## config.mk

```make
export PLATFORM = sky130hd
export DESIGN_NAME = kcpsm_port_bank
export DESIGN_NICKNAME = d
export VERILOG_FILES = /design/src/rtl/kcpsm_port_bank.sv
export SDC_FILE = /design/constraint.sdc
export NUM_CORES = 1
export LEC_CHECK = 0
export ABC_AREA = 1
export CORE_ASPECT_RATIO = 0.8
export CORE_MARGIN = 2
export CORE_UTILIZATION = 25
export CTS_CLUSTER_DIAMETER = 150
export CTS_CLUSTER_SIZE = 14
export DETAILED_ROUTE_END_ITERATION = 8
export PLACE_DENSITY = 0.44
export SLEW_MARGIN = 40
export SYNTH_ARGS = -nofsm -noshare
export SYNTH_HDL_FRONTEND = slang
export SYNTH_SLANG_ARGS = --single-unit
```

## constraint.sdc

```tcl
create_clock -name CLK1 -period 3.6 [get_ports CLK1]
set_clock_uncertainty 0.2 [all_clocks]
set_input_delay 0.36 -clock CLK1 [delete_from_list [all_inputs] [get_ports CLK1]]
set_output_delay 0.36 -clock CLK1 [all_outputs]
set_load 0.02 [all_outputs]
```

## src/rtl/kcpsm_port_bank.sv

```systemverilog
// PicoBlaze I/O port bank: byte-staged output words with atomic commit, synchronised switch
// inputs and a change interrupt. Define KCPSM_PORT_BANK_DEBOUNCE_EN to add per-bit debouncing.
module kcpsm_port_word #(
  parameter int WORD_BYTES = 2
) (
  input  logic                    CLK1,
  input  logic                    arst,
  input  logic                    wr,
  input  logic [1:0]              b,
  input  logic [7:0]              din,
  output logic [WORD_BYTES*8-1:0] word_q,
  output logic                    commit,
  output logic                    pending
);
  localparam logic [1:0] TOP = 2'(WORD_BYTES-1);

  generate
    if (WORD_BYTES == 1) begin : g_direct
      always_ff @(posedge CLK1) begin
        if (arst) begin
          word_q <= '0;
          commit <= 1'b0;
        end else begin
          commit <= wr;
          if (wr) word_q <= din;
        end
      end
      assign pending = 1'b0;
    end else begin : g_staged
      logic [WORD_BYTES-2:0][7:0] staging;
      // staging survives a commit so a later write of the top byte alone re-commits
      always_ff @(posedge CLK1) begin
        if (arst) begin
          staging <= '0;
          word_q  <= '0;
          commit  <= 1'b0;
          pending <= 1'b0;
        end else begin
          commit <= 1'b0;
          if (wr) begin
            if (b == TOP) begin
              word_q  <= {din, staging};
              commit  <= 1'b1;
              pending <= 1'b0;
            end else begin
              for (int j = 0; j < WORD_BYTES-1; j++)
                if (b == 2'(j)) staging[j] <= din;
              pending <= 1'b1;
            end
          end
        end
      end
    end
  endgenerate
endmodule

module kcpsm_port_bank #(
  parameter int NUM_OUT    = 2,
  parameter int WORD_BYTES = 2,
  parameter int SW_W       = 8,
  parameter int DB_CYCLES  = 16
) (
  input  logic                            CLK1,
  input  logic                            arst,
  input  logic [7:0]                      port_id,
  input  logic                            write_strobe,
  input  logic                            read_strobe,
  input  logic [7:0]                      out_port,
  output logic [7:0]                      in_port,
  output logic                            interrupt,
  input  logic                            interrupt_ack,
  input  logic [SW_W-1:0]                 sw,
  output logic [NUM_OUT*WORD_BYTES*8-1:0] words_out,
  output logic [NUM_OUT-1:0]              commit
);
  localparam logic [1:0] TOP_B = 2'(WORD_BYTES-1);

  generate
    if (NUM_OUT < 1 || NUM_OUT > 8 || WORD_BYTES < 1 || WORD_BYTES > 4 ||
        SW_W < 1 || SW_W > 8 || DB_CYCLES < 2) begin : g_bad_param
      $error("kcpsm_port_bank: parameter out of range");
    end
  endgenerate

  logic [NUM_OUT-1:0][WORD_BYTES*8-1:0] word_q;
  logic [NUM_OUT-1:0]                   pending;
  logic                                 wr_win;

  assign wr_win = write_strobe && port_id[7:5] == 3'b000 && port_id[1:0] <= TOP_B;

  genvar gi;
  generate
    for (gi = 0; gi < NUM_OUT; gi++) begin : g_word
      kcpsm_port_word #(.WORD_BYTES(WORD_BYTES)) u_word (
        .CLK1    (CLK1),
        .arst    (arst),
        .wr      (wr_win && port_id[4:2] == 3'(gi)),
        .b       (port_id[1:0]),
        .din     (out_port),
        .word_q  (word_q[gi]),
        .commit  (commit[gi]),
        .pending (pending[gi])
      );
    end
  endgenerate

  assign words_out = word_q;

  logic [SW_W-1:0] sw_s1, sw_s2, sw_stable, sw_prev;
  logic            irq_en, changed, sw_change;

  always_ff @(posedge CLK1) begin
    if (arst) begin
      sw_s1 <= '0;
      sw_s2 <= '0;
    end else begin
      sw_s1 <= sw;
      sw_s2 <= sw_s1;
    end
  end

`ifdef KCPSM_PORT_BANK_DEBOUNCE_EN
  localparam int CW = $clog2(DB_CYCLES);
  logic [SW_W-1:0][CW-1:0] db_cnt;

  // a bit must disagree with sw_stable for DB_CYCLES consecutive edges before it is accepted
  always_ff @(posedge CLK1) begin
    if (arst) begin
      db_cnt    <= '0;
      sw_stable <= '0;
    end else begin
      for (int i = 0; i < SW_W; i++) begin
        if (sw_s2[i] != sw_stable[i]) begin
          if (db_cnt[i] == CW'(DB_CYCLES-1)) begin
            sw_stable[i] <= sw_s2[i];
            db_cnt[i]    <= '0;
          end else begin
            db_cnt[i] <= db_cnt[i] + CW'(1);
          end
        end else begin
          db_cnt[i] <= '0;
        end
      end
    end
  end
`else
  assign sw_stable = sw_s2;
`endif

  assign sw_change = |(sw_stable ^ sw_prev);

  // a change landing in the same cycle as a clear (status read or ack) wins
  always_ff @(posedge CLK1) begin
    if (arst) begin
      sw_prev   <= '0;
      irq_en    <= 1'b0;
      changed   <= 1'b0;
      interrupt <= 1'b0;
    end else begin
      sw_prev <= sw_stable;
      if (write_strobe && port_id == 8'h40) irq_en <= out_port[0];
      if (sw_change) changed <= 1'b1;
      else if (read_strobe && port_id == 8'h81) changed <= 1'b0;
      if (sw_change && irq_en) interrupt <= 1'b1;
      else if (interrupt_ack) interrupt <= 1'b0;
    end
  end

  always_comb begin
    in_port = '0;
    case (port_id)
      8'h80:   in_port = 8'(sw_stable);
      8'h81:   in_port = {changed, interrupt, irq_en, 5'b0};
      8'h82:   in_port = 8'(pending);
      default: in_port = '0;
    endcase
  end
endmodule
```

# Word level (Yosys, flattened, before mapping)
# Cells that the tools add are included.
dict set report op_classes {
  magnitude_cmp 1
  n_bitwise 4
  n_reduce_logical 19
  mux 7
  eq_ne 6
}
# operator count
set op_table {}
lappend op_table {{8-bit equality test (second input constant)} 3}
lappend op_table {{8-bit case mux with 3 select lines} 1}
lappend op_table {{8-bit by 7-bit equality test with 1-bit output (second input constant)} 1}
lappend op_table {{8-bit OR reduction} 1}
lappend op_table {{8-bit bitwise XOR} 1}
lappend op_table {{1-bit logical AND} 7}
lappend op_table {{3-bit logical NOT} 2}
lappend op_table {{1-bit two-way mux} 6}
lappend op_table {{3-bit AND reduction} 2}
lappend op_table {{2-bit AND reduction} 2}
lappend op_table {{2-bit nonzero test} 2}
lappend op_table {{2-bit OR reduction} 2}
lappend op_table {{3-bit by 1-bit equality test with 1-bit output (second input constant)} 1}
lappend op_table {{1-bit inverter} 3}
lappend op_table {{2-bit by 1-bit equality test with 1-bit output (second input constant)} 1}
lappend op_table {{2-bit by 1-bit <= comparator with 1-bit output (second input constant)} 1}
lappend op_table {{2-bit logical NOT} 1}
dict set report totals {
  reg_bits 79
  in_bits 29
  word_cells 51
}

# Depth between registers and ports, before layout
dict set report logic_depth {
  word_depth 6
  mapped_depth 10
}

# Cells and area by module
# Synthesis repeated with hierarchy kept, for this count alone.
dict set report hier_totals {
  hier_cells 410
  area_unflattened_um2 3175.5
}
# module seq_area_each_um2 n_inst cells_each area_each_um2
set modules_own_cells {}
lappend modules_own_cells {kcpsm_port_word 520.5 2 133 1051.0}
lappend modules_own_cells {kcpsm_port_bank 540.5 1 144 1073.5}

# Worst setup path before layout
# OpenSTA, ideal clock, no wires.
dict set report synth_timing {
  path_type {input -> output}
  startpoint {in port_id[2]}
  endpoint {out in_port[6]}
  path_slack_ps 1640
  path_buffers 0
  stages 7
  arrival_ps 1400
  path_cell_list {inv_2 -> nand2_1 -> nor2_2 -> nand2_1 -> nor2_1 -> nand3_1 -> o22ai_1}
}
dict set report synth_between {
  elab_chain_len 2
}
# element line_no
set synth_lines {}
lappend synth_lines {{start, declared} 65} ;# input logic [7:0] port_id,
lappend synth_lines {{8-bit equality test} 171} ;# case (port_id)
lappend synth_lines {{8-bit case mux with 3 select lines (*)} 171}
lappend synth_lines {{end, declared} 69} ;# output logic [7:0] in_port,
# Every way passes the cells marked *; elsewhere a longest branch is shown, timed or not.

# Final worst setup path
dict set report layout_timing {
  startpoint {in port_id[3]}
  endpoint {out in_port[0]}
}
# Same word-level chain as after synthesis.

==> summary.txt <==
Yosys
  – Synth Cell Area: approximately 3000 um2
  – Post-Synthesis Cells: 377
  – Synthesized netlist net count: 406
  – Register area share after synthesis: 0.532
  – Synth Register Bits: 79
  – Mean Syn Cell Area: 7.89 um2
  – Yosys cell types: 27
  – Yosys warns: 0

Drt
  – Residual DRC count: 0
  – WL final: between 7 and 8 mm
  – DR vias/cell: about 4.1
  – Antenna Nets Post-Route: 0
  – Routed len/inst: around 12 um
  – Starting DRT DRC Count: around 160
  – DRT Pass-1 Iters: 4
  – Vias: roughly 2.5k

Clock tree
  – H-tree levels: 3
  – Total CTS buffers: 9
  – Clk root buf: clkbuf_16
  – Clock transition at path regs: 0.07 ns
  – Gates resized, CTS repair: 0
  – CTS tree: yes
  – Clock latency on the worst-skew pair: 0.33 ns
  – Clk sinks: 79
  – Hold Buf Count CTS: 0
  – Clock buffer depth: 2
  – Setup bufs post-CTS: 0

Run status
  – Status: complete, no violations

STA
  – Fin Hold WS: just over 0.2 ns
  – Min Tclk post-route: between 3 and 4 ns
  – Setup-failing EPs final: 0
  – Post-route setup TNS: 0 ns
  – Worst slew margin: 0.607
  – Fmax: 0.329 GHz
  – Final slew viol count: 0
  – RSZ-0062 raised after global routing: false
  – Final period utilization: 0.844
  – Least-Margin Pin Slew: about 0.6 ns
  – Final Hold Fails: 0

Cells and area
  – Synth-to-Final Area Change: 38.0%
  – Fin util: 0.355
  – Diodes inserted: 0
  – Area of the multi-input gates: 1120 um2
  – Sequential Area: 1580 um2
  – Final net count: ~470
  – Fill cells: between 1k and 1.5k
  – Fraction of layout cells with a size suffix above 1: 0.0844

Power
  – Power, Total: 0.00194 W
  – Internal Power: 0.00149 W
  – VDD IR max: roughly 0.22 mV
  – Seq pwr share: 0.459
  – Combinational share of power: 0.051
  – Cell leakage power: around 1.7 nW
  – Clock power frac: 0.490
  – Power Density: around 470 nW/um2
  – Net Sw Frac: 0.236
  – P_sw: approximately 0.00046 W

Global route
  – Vias in the first global route: between 2k and 2.5k
  – Largest net degree at the start of global routing: 38
  – First-pass GRT wire length: 12.1 mm
  – Global-route usage over all layers: 0.121
  – Grt ovf: 0
  – Initial antenna violation count: 0

Worst hold path
  – Min-delay src: sw_s1[3]
  – Hold Path Stages: 2
  – Worst Hold Class: reg -> reg
  – Hold Path Sink: sw_s2[3]

Floorplanning
  – Core footprint: ~12000 um2
  – Die height: around 100 um
  – Die width: roughly 130 um
  – Boundary pin count: 72
  – # rows: 35
  – Starting Density: 0.257
  – Total die area: between 10000 and 15000 um2

Worst setup path
  – Startpoint Class: primary input
  – RR Endpoint: changed
  – FF-to-FF Start: sw_s2[4]
  – Crit Path Category: in -> out
  – Worst path arrival time: 2.48 ns
  – Reg2reg setup slack: ~2.4 ns
  – Req. time, crit path: approximately 3.0 ns
  – Worst Setup End Kind: output port
  – Critical Path Fanout Max: 8
  – FF-to-FF path depth: 8

Job
  – Maxcap violations: 0

Place
  – Port bufs: 71
  – GPL Wtd Cong: slightly above 0.7
  – Detailed-placement wirelength estimate: ~5 mm
[worst max-delay path, cell delays in order]
cell and delay (ns):
clkdlybuf4s50_1 0.47, inv_2 0.07, nand2_1 0.08, nor2_2 0.16, nand2_1 0.11, nor2_1 0.09
nand3_1 0.28, o21ai_1 0.23, clkdlybuf4s50_1 0.63
[flip-flops by register name (all words and copies together) (netlist names)]
register / cells
sw_s2: 8
changed: 1
irq_en: 1
sw_s1: 8
g_word.u_word.commit: 2
g_word.u_word.pending: 2
sw_prev: 8
g_word.u_word.word_q: 32
g_word.u_word.g_staged.staging: 16
interrupt: 1
[Yosys cell counts, drive strengths merged]
cell	number	share of area
o21ai	13	0.022
dfxtp	79	0.53
o22ai	1	0.0021
clkbuf	4	0.0050
xnor2	5	0.015
nand2	97	0.12
buf	12	0.026
or2	1	0.0021
nor2	43	0.072
nand4	2	0.0042
nand3	48	0.091
inv	49	0.062
a21oi	20	0.034
nor4	1	0.0021
nor3	2	0.0071
[worst max-delay path by stage]
stage               cells past startpoint  slack, ns          to       start
floorplan                               7       1.64  in_port[6]  port_id[2]
global placement                        9       0.56  in_port[0]  port_id[3]
detailed placement                      9       0.53  in_port[1]  port_id[3]
CTS                                     9       0.53  in_port[0]  port_id[3]
global route                            9       0.32  in_port[0]  port_id[3]
finish                                  9       0.56  in_port[0]  port_id[3]
[area by class of cell]
type | instances | area share
flip-flops and latches | 79 | 0.385
multi-input cells | 233 | 0.272
repair buffers | 73 | 0.177
clock buffers | 9 | 0.0548
well taps | 148 | 0.0451
inverters | 49 | 0.0448
clock inverters | 7 | 0.0213
[per-layer routing]
| metal | part of all wire | GRT usage |
|---|---|---|
| met5 | 0 | 0 |
| met2 | 0.45 | 0.191 |
| met1 | 0.49 | 0.152 |
| met4 | 0.0082 | 0.0431 |
| met3 | 0.054 | 0.0481 |
[power groups by stage]
stage          Clock, W  Combinational, W  Sequential [W]
6_report       0.000952         0.0000999        0.000891
5_1_grt         0.00103          0.000111        0.000892
4_1_cts        0.000990          0.000102        0.000891
3_5_place_dp          0          0.000102        0.000911
3_3_place_gp          0          0.000102        0.000911
2_1_floorplan         0         0.0000493        0.000910
[metrics by stage]
stage	instances	instance area (um2)	setup slack [ns]
2_1_floorplan	377	2980	1.64
3_3_place_gp	582	3790	0.564
3_5_place_dp	582	3790	0.535
4_1_cts	598	4110	0.530
5_1_grt	598	4110	0.323
6_report	598	4110	0.562
[cell usage in the layout, fill, tap and decap left out, types with 2 or more instances in the layout]
cell type	netlist	layout
a21oi_1	20	20
buf_4	6	2
clkbuf_16	0	9
clkdlybuf4s50_1	0	71
dfxtp_1	79	79
inv_1	41	41
inv_2	8	8
inv_6	0	3
inv_8	0	2
nand2_1	96	96
nand3_1	45	45
nand3_4	2	2
nand4_1	2	2
nor2_1	37	37
nor2_2	2	2
nor2_4	2	2
nor2_8	2	2
o21ai_0	7	7
o21ai_1	6	6
xnor2_1	5	5
[kinds of logic after synthesis]
family          after synthesis  share of synthesized area
buf+inv                      65                     0.0929
flops                        79                      0.532
compound gates               34                     0.0576
simple gates                194                      0.303
xor+xnor                      5                     0.0147
No activity file was read; power rests on OpenSTA's default activity.
